===== src/rtl/soc_system_sysid_ext.sv =====
// Extended system-ID Avalon-MM slave: fixed ID/timestamp, scratch register,
// capability word, parameterised user words and a prescaled uptime counter
// read coherently through a high-word shadow captured on low-word reads.
module soc_system_sysid_ext #(
   parameter logic [31:0]  ID_VALUE       = 32'hACD51302,
   parameter logic [31:0]  TIMESTAMP      = 32'h5279E721,
   parameter logic [31:0]  SCRATCH_RESET  = 32'h00000000,
   parameter int unsigned  NUM_USER_WORDS = 0,
   parameter logic [255:0] USER_WORDS     = 256'h0,
   parameter int unsigned  UPTIME_WIDTH   = 48,
   parameter int unsigned  PRESCALE       = 1
) (
   input  logic        clock,
   input  logic        reset,
   input  logic [3:0]  address,
   input  logic        read,
   input  logic        write,
   input  logic [31:0] writedata,
   input  logic [3:0]  byteenable,
   output logic [31:0] readdata,
   output logic        readdatavalid
);

   localparam int unsigned    PS_W       = 16;
   localparam logic [PS_W-1:0] PS_LAST   = PS_W'(PRESCALE - 1);
   localparam logic [3:0]     A_ID       = 4'd0;
   localparam logic [3:0]     A_TS       = 4'd1;
   localparam logic [3:0]     A_SCRATCH  = 4'd2;
   localparam logic [3:0]     A_UP_LO    = 4'd3;
   localparam logic [3:0]     A_UP_HI    = 4'd4;
   localparam logic [3:0]     A_CONTROL  = 4'd5;
   localparam logic [3:0]     A_CAP      = 4'd6;
   localparam logic [31:0]    CAP_WORD   = {8'(NUM_USER_WORDS), 8'd4, 16'h0001};

   logic [31:0]             scratch;
   logic [UPTIME_WIDTH-1:0] count;
   logic [PS_W-1:0]         presc;
   logic [31:0]             shadow;
   logic                    freeze;

   logic                    rd_acc_c;
   logic                    ctrl_wr_c;
   logic                    clear_c;
   logic                    tick_c;
   logic [31:0]             rdata_c;

   // A simultaneous write takes priority and drops the read.
   assign rd_acc_c  = read & ~write;
   assign ctrl_wr_c = write & (address == A_CONTROL);
   assign clear_c   = ctrl_wr_c & writedata[0];
   assign tick_c    = (presc == PS_LAST);

   // Read-data multiplexer over the register map.
   always_comb begin
      rdata_c = 32'h0;
      case (address)
         A_ID:      rdata_c = ID_VALUE;
         A_TS:      rdata_c = TIMESTAMP;
         A_SCRATCH: rdata_c = scratch;
         A_UP_LO:   rdata_c = count[31:0];
         A_UP_HI:   rdata_c = shadow;
         A_CONTROL: rdata_c = {30'b0, freeze, 1'b0};
         A_CAP:     rdata_c = CAP_WORD;
         default: begin
            if (address[3] && (32'(address[2:0]) < NUM_USER_WORDS))
               rdata_c = USER_WORDS[{address[2:0], 5'b0} +: 32];
         end
      endcase
   end

   // Registered read response with fixed one-cycle latency.
   always_ff @(posedge clock or posedge reset) begin
      if (reset) begin
         readdata      <= 32'h0;
         readdatavalid <= 1'b0;
      end else begin
         readdatavalid <= rd_acc_c;
         if (rd_acc_c)
            readdata <= rdata_c;
      end
   end

   // Scratch register with per-byte write enables.
   always_ff @(posedge clock or posedge reset) begin
      if (reset) begin
         scratch <= SCRATCH_RESET;
      end else if (write && (address == A_SCRATCH)) begin
         for (int i = 0; i < 4; i++) begin
            if (byteenable[i])
               scratch[8*i +: 8] <= writedata[8*i +: 8];
         end
      end
   end

   // Freeze control, prescaler, uptime counter and high-word shadow.
   // Clear beats increment; a freeze written this cycle only holds from the next.
   always_ff @(posedge clock or posedge reset) begin
      if (reset) begin
         freeze <= 1'b0;
         count  <= '0;
         presc  <= '0;
         shadow <= 32'h0;
      end else begin
         if (ctrl_wr_c)
            freeze <= writedata[1];
         if (clear_c) begin
            count <= '0;
            presc <= '0;
         end else if (!freeze) begin
            if (tick_c) begin
               count <= count + UPTIME_WIDTH'(1);
               presc <= '0;
            end else begin
               presc <= presc + PS_W'(1);
            end
         end
         if (rd_acc_c && (address == A_UP_LO))
            shadow <= 32'(count >> 32);
      end
   end

endmodule


===== config.mk =====
export PLATFORM = sky130hd
export DESIGN_NAME = soc_system_sysid_ext
export DESIGN_NICKNAME = d
export VERILOG_FILES = /design/src/rtl/soc_system_sysid_ext.sv
export SDC_FILE = /design/constraint.sdc
export NUM_CORES = 1
export LEC_CHECK = 0
export BUFFER_PORTS_ARGS = -buffer_cell sky130_fd_sc_hd__buf_4
export CORE_MARGIN = 3
export CORE_UTILIZATION = 59
export CTS_CLUSTER_SIZE = 30
export DETAILED_ROUTE_END_ITERATION = 7
export HOLD_SLACK_MARGIN = 0.08
export PLACE_DENSITY = 0.82
export SYNTH_ARGS = -nofsm -noshare
export SYNTH_HDL_FRONTEND = slang
export SYNTH_SLANG_ARGS = --single-unit

===== constraint.sdc =====
create_clock -name clock -period 5.91 [get_ports clock]
set_input_delay 0.2955 -clock clock [delete_from_list [all_inputs] [get_ports clock]]
set_output_delay 0.2955 -clock clock [all_outputs]
set_load 0.005 [all_outputs]

Word level (Yosys, flattened, before mapping)
Cells that the tools add are included.
{"block": "word_totals", "in_bits": 44, "ff_bits": 146, "output_inout_bits": 33, "wordCells": 40}
{"block": "classes", "reduce_logical": 10, "addsub": 2, "mux": 7, "bitwise": 4, "eq_ne": 7}
{"operator": "case mux 32 bit (7 select lines)", "count": 1}
{"operator": "two-way mux 48 bit", "count": 3}
{"operator": "adder 48 x 1 -> 48 bit, second input constant", "count": 1}
{"operator": "two-way mux 16 bit", "count": 3}
{"operator": "adder 16 x 1 -> 16 bit, second input constant", "count": 1}
{"operator": "zero test 16 bit", "count": 1}
{"operator": "equality test 4 x 3 -> 1 bit, second input constant", "count": 3}
{"operator": "AND reduction 2 bit", "count": 5}
{"operator": "equality test 4 x 2 -> 1 bit, second input constant", "count": 2}
{"operator": "equality test 4 x 1 -> 1 bit, second input constant", "count": 1}
{"operator": "zero test 4 bit", "count": 1}
{"operator": "AND 1 bit", "count": 3}
{"operator": "logical AND 1 bit", "count": 2}
{"operator": "!= test 2 x 1 -> 1 bit, second input constant", "count": 1}
{"operator": "nonzero test 2 bit", "count": 1}
{"operator": "NOT 1 bit", "count": 1}

Logic depth before layout (Yosys ltp)
{"block": "logic_depth", "depth_word": 5, "ltp_mapped": 10}

Worst setup path before layout
Ideal clock, no wire load.
{"block": "synth_path", "path_kind": "reg-to-reg", "from": "register presc[0]", "to": "register count[17]", "path_stages_with_launch": 10, "setup_time_ps": 78, "synth_period_minus_slack_ps": 2142, "arrival_ps": 2064, "t_required_ps": 5832, "slack_ps": 3768, "path_cell_list": "dfrtp_1 -> inv_1 -> ha_1 -> nor4b_1 -> and4_1 -> buf_6 -> o211ai_4 -> buf_6 -> or4_1 -> a21oi_1"}
{"block": "synth_via", "elab_chain_cells": 3}
{"element": "from (decl)", "line": "37", "rtl": "logic [PS_W-1:0] presc;"}
{"element": "from (signal assigned)", "line": "114", "rtl": "presc <= presc + PS_W'(1);"}
{"element": "zero test 16 bit", "line": "51", "rtl": "assign tick_c = (presc == PS_LAST);"}
{"element": "nonzero test 2 bit (no source line)"}
{"element": "AND reduction 2 bit (no source line)"}
{"element": "to (signal assigned)", "line": "111", "rtl": "count <= count + UPTIME_WIDTH'(1);"}
{"element": "to (decl)", "line": "36", "rtl": "logic [UPTIME_WIDTH-1:0] count;"}
No other way between the ends.
A chain may end at the register's enable or synchronous reset.

Worst setup path after layout
{"block": "layout_path", "from": "register presc[0]", "to": "register count[12]"}
Same word-level chain as after synthesis.

==> impl_metrics.csv <==
group,metric,value,unit
status,status,"finished, final reports clean",
critical_path,arrival,3.20,ns
sta,skew,0.00641,ns
synth,synth_cell_types,57,
critical_path,crit_chain,"inv_1 -> ha_1 -> nor4b_1 -> and4_1 -> o2111ai_1 -> or4_1 -> a21oi_1",
finish,seq_area,0.00365,mm2
finish,num-nets-final,824,
finish,drive_above_1_share,0.224,
route,first_iter_violations,819,
sta,setup_viol,0,
clock_network,tritoncts,"yes",
placement,dp_hpwl,12800,um
sta,finalCritPeriodShare,0.485,
global_routing,antenna_found_initial,0,
floorplan,dieArea,0.0137,mm2
clock_network,post-cts-setup-buffers,0,
clock_network,root_buffer,"clkbuf_16",
placement,gp_congestion,0.909,
route,post_drt_via_cell_ratio,6.58,
critical_path,crit_path_max_incr_delay,0.63,ns
sta,clock.fmax,349,MHz
synth,synth_edf_count,0,
synth,yosys.area_share.simple,0.193,
min_path,hold_path.class,"input port to flip-flop",
sta,worstMarginPinSlew,1.03,ns
sta,rsz0062_at_grt,"false",
critical_path,cp-end-kind,"flip-flop",
clock_network,cts_buffers,17,
synth,synth_area,0.00727,mm2
global_routing,grt_max_degree,75,
floorplan,start_util,0.621,
route,drcViolationCount,0,
floorplan,die_x,117,um
route,wl,18800,um
synth,syn_inst,717,
sta,hold_viol,0,
finish,antenna_cells,0,
route,dr.pass1.iters,6,
floorplan,rows,39,
route,num_vias,6119,
clock_network,cts_sinks,146,
critical_path,worstPathRequired,6.24,ns
job,cap_violations,0,
route,wl_per_cell,20.2,um
synth,synth_xor_area_frac,0.0217,
critical_path,crit_path_start_kind,"flip-flop",
synth,synth_top_family_by_area,"simple AND/OR/NAND/NOR gates",
synth,ys_async_sr_fraction,1.00,
global_routing,grt_pass1_vias,5962,
critical_path,critPathKind,"flip-flop to flip-flop",
finish,areaGrowthSynthToFinish,15.8,%
floorplan,ios,77,
global_routing,grt_pass1_wl,30000,um
critical_path,crit_fanout,11,
finish,fillers,811,
synth,synth.area.mux_share,0.0943,
global_routing,grtUsageTotal,0.281,
synth,synth_compound_area_frac,0.153,
synth,synth_adder_area_share,0.00516,
synth,ys.flop_type,"dfrtp_1",
critical_path,crit_slowest_cell,"or4_1",
synth,ys_seq_area_frac,0.502,
clock_network,cts_buffer_depth,2,
synth,synth_nets,764,
sta,setup_tns,0,ns
sta,slew_headroom,0.313,
clock_network,clock_latency,0.41,ns
floorplan,core_area,0.0117,mm2
pwr,power.density,289,mW/mm2
route,ant_nets,0,
synth,synth_seq_cells,146,
finish,utilization,0.719,
sta,fin_crit,2.87,ns
finish,multi_input_area,0.00340,mm2
floorplan,die_h,117,um
clock_network,cts.clk_slew.worst_paths,0.06,ns
global_routing,grt-ovfl-total,0,
placement,port_buffers,76,
sta,slew_violations,0,
clock_network,htreeDepth,4,
synth,syn_avg_cell_area,10.1,um2
pwr,vdd_drop_max,0.174,mV
pwr,p_leak,3.69,nW
synth,yosys_warnings,0,
==> worst max-delay path: cells and delay by family (launching register included) <==
kind                     cells  cell delay, ns
AO/OA/AOI/OAI                2            0.57
adder cells (fa/ha/maj)      1            0.16
buffers and inverters        1            0.08
flip-flops                   1            0.42
AND/OR/NAND/NOR              3            1.55
==> kinds of logic after synthesis <==
family,count (synthesis)
XOR/XNOR,18
AO/OA/AOI/OAI,178
buffers and inverters,51
AND/OR/NAND/NOR,259
adder cells (fa/ha/maj),3
multiplexers,62
flip-flops,146
==> synth_stat cells, types with 11 or more instances <==
cell type | n | area, um2
dfrtp_1 | 146 | 3650
nand2_1 | 82 | 308
o21ai_0 | 64 | 320
mux2_2 | 52 | 586
a21oi_1 | 45 | 225
nor2_1 | 32 | 120
clkbuf_1 | 29 | 109
o31ai_1 | 28 | 210
nand4_1 | 21 | 131
nand3_1 | 20 | 100
or3_1 | 19 | 119
or4_1 | 16 | 120
xnor2_1 | 14 | 123
and4_1 | 12 | 105
a22oi_1 | 11 | 82.6
and3_1 | 11 | 68.8
inv_1 | 11 | 41.3
==> state kept, by name, indices dropped and copies added (netlist names) <==
| register | count |
|---|---|
| count | 48 |
| freeze | 1 |
| presc | 16 |
| readdatavalid | 1 |
| shadow | 16 |
| readdata | 32 |
| scratch | 32 |
==> repair_timing <==
action                                 in CTS  in global routing
endpoints found under the hold margin      73                  0
gates resized for setup                     0                  0
hold buffers                                1                  0
==> where the power goes <==
| part | internal [W] | switching [W] | leakage, nW |
|---|---|---|---|
| clock network | 0.000583 | 0.000388 | 0.268 |
| registers | 0.00108 | 0.0000848 | 1.98 |
| logic | 0.000126 | 0.000166 | 1.45 |
| total | 0.00179 | 0.000638 | 3.69 |
==> cell type report <==
class | instances | area share
flip-flops and latches | 146 | 0.434
well taps | 143 | 0.0213
repair buffers | 81 | 0.0725
inverters | 11 | 0.00550
multi-input cells | 520 | 0.404
clock buffers | 24 | 0.0596
clock inverters | 5 | 0.00342
==> per-stage QoR <==
| stage | setup slack [ns] | power, W | hold WS, ns | cell area (um2) | instances |
|---|---|---|---|---|---|
| finish | 3.04 | 0.00243 | 0.110 | 8420 | 930 |
| floorplan | 1.69 | 0.00136 | 0.446 | 7270 | 717 |
| detailed placement | 2.76 | 0.00147 | 0.460 | 7880 | 900 |
| global placement | 2.88 | 0.00145 | 0.432 | 7880 | 900 |
| CTS | 3.09 | 0.00244 | 0.0988 | 8420 | 930 |
| global route | 2.85 | 0.00252 | 0.0995 | 8420 | 930 |
==> metal layers <==
metal | vias to the layer above | part of all wire | wire length [um] | GRT usage
met5 | - | 0 | 0 | 0
met4 | 0 | 0.021 | 402 | 0.0963
met3 | 44 | 0.073 | 1370 | 0.0612
met2 | 290 | 0.49 | 9160 | 0.463
met1 | 3019 | 0.42 | 7850 | 0.372
li1 | 2766 | - | - | -
==> worst paths after layout <==
check,from,to,slack [ns],cells after the start
worst max-delay path,presc[0],count[12],3.04,7
worst min-delay path,writedata[12],scratch[12],0.11,2
worst max register to register,presc[0],count[12],3.04,7
worst min register to register,readdata[8],readdata[8],0.48,2
max in group asynchronous,reset,count[28],3.96,4
min in group asynchronous,reset,shadow[8],0.57,3
==> cells in the final DEF (no fill, tap or decap), types with 16 or more instances in the layout <==
master,n
o21ai_0,64
or3_1,19
buf_4,80
nor2_1,32
o31ai_1,28
clkbuf_16,17
dfrtp_1,146
a21oi_1,45
nand3_1,20
nand2_1,82
mux2_2,52
nand4_1,21
or4_1,16
(Power assumes the default switching activity.)
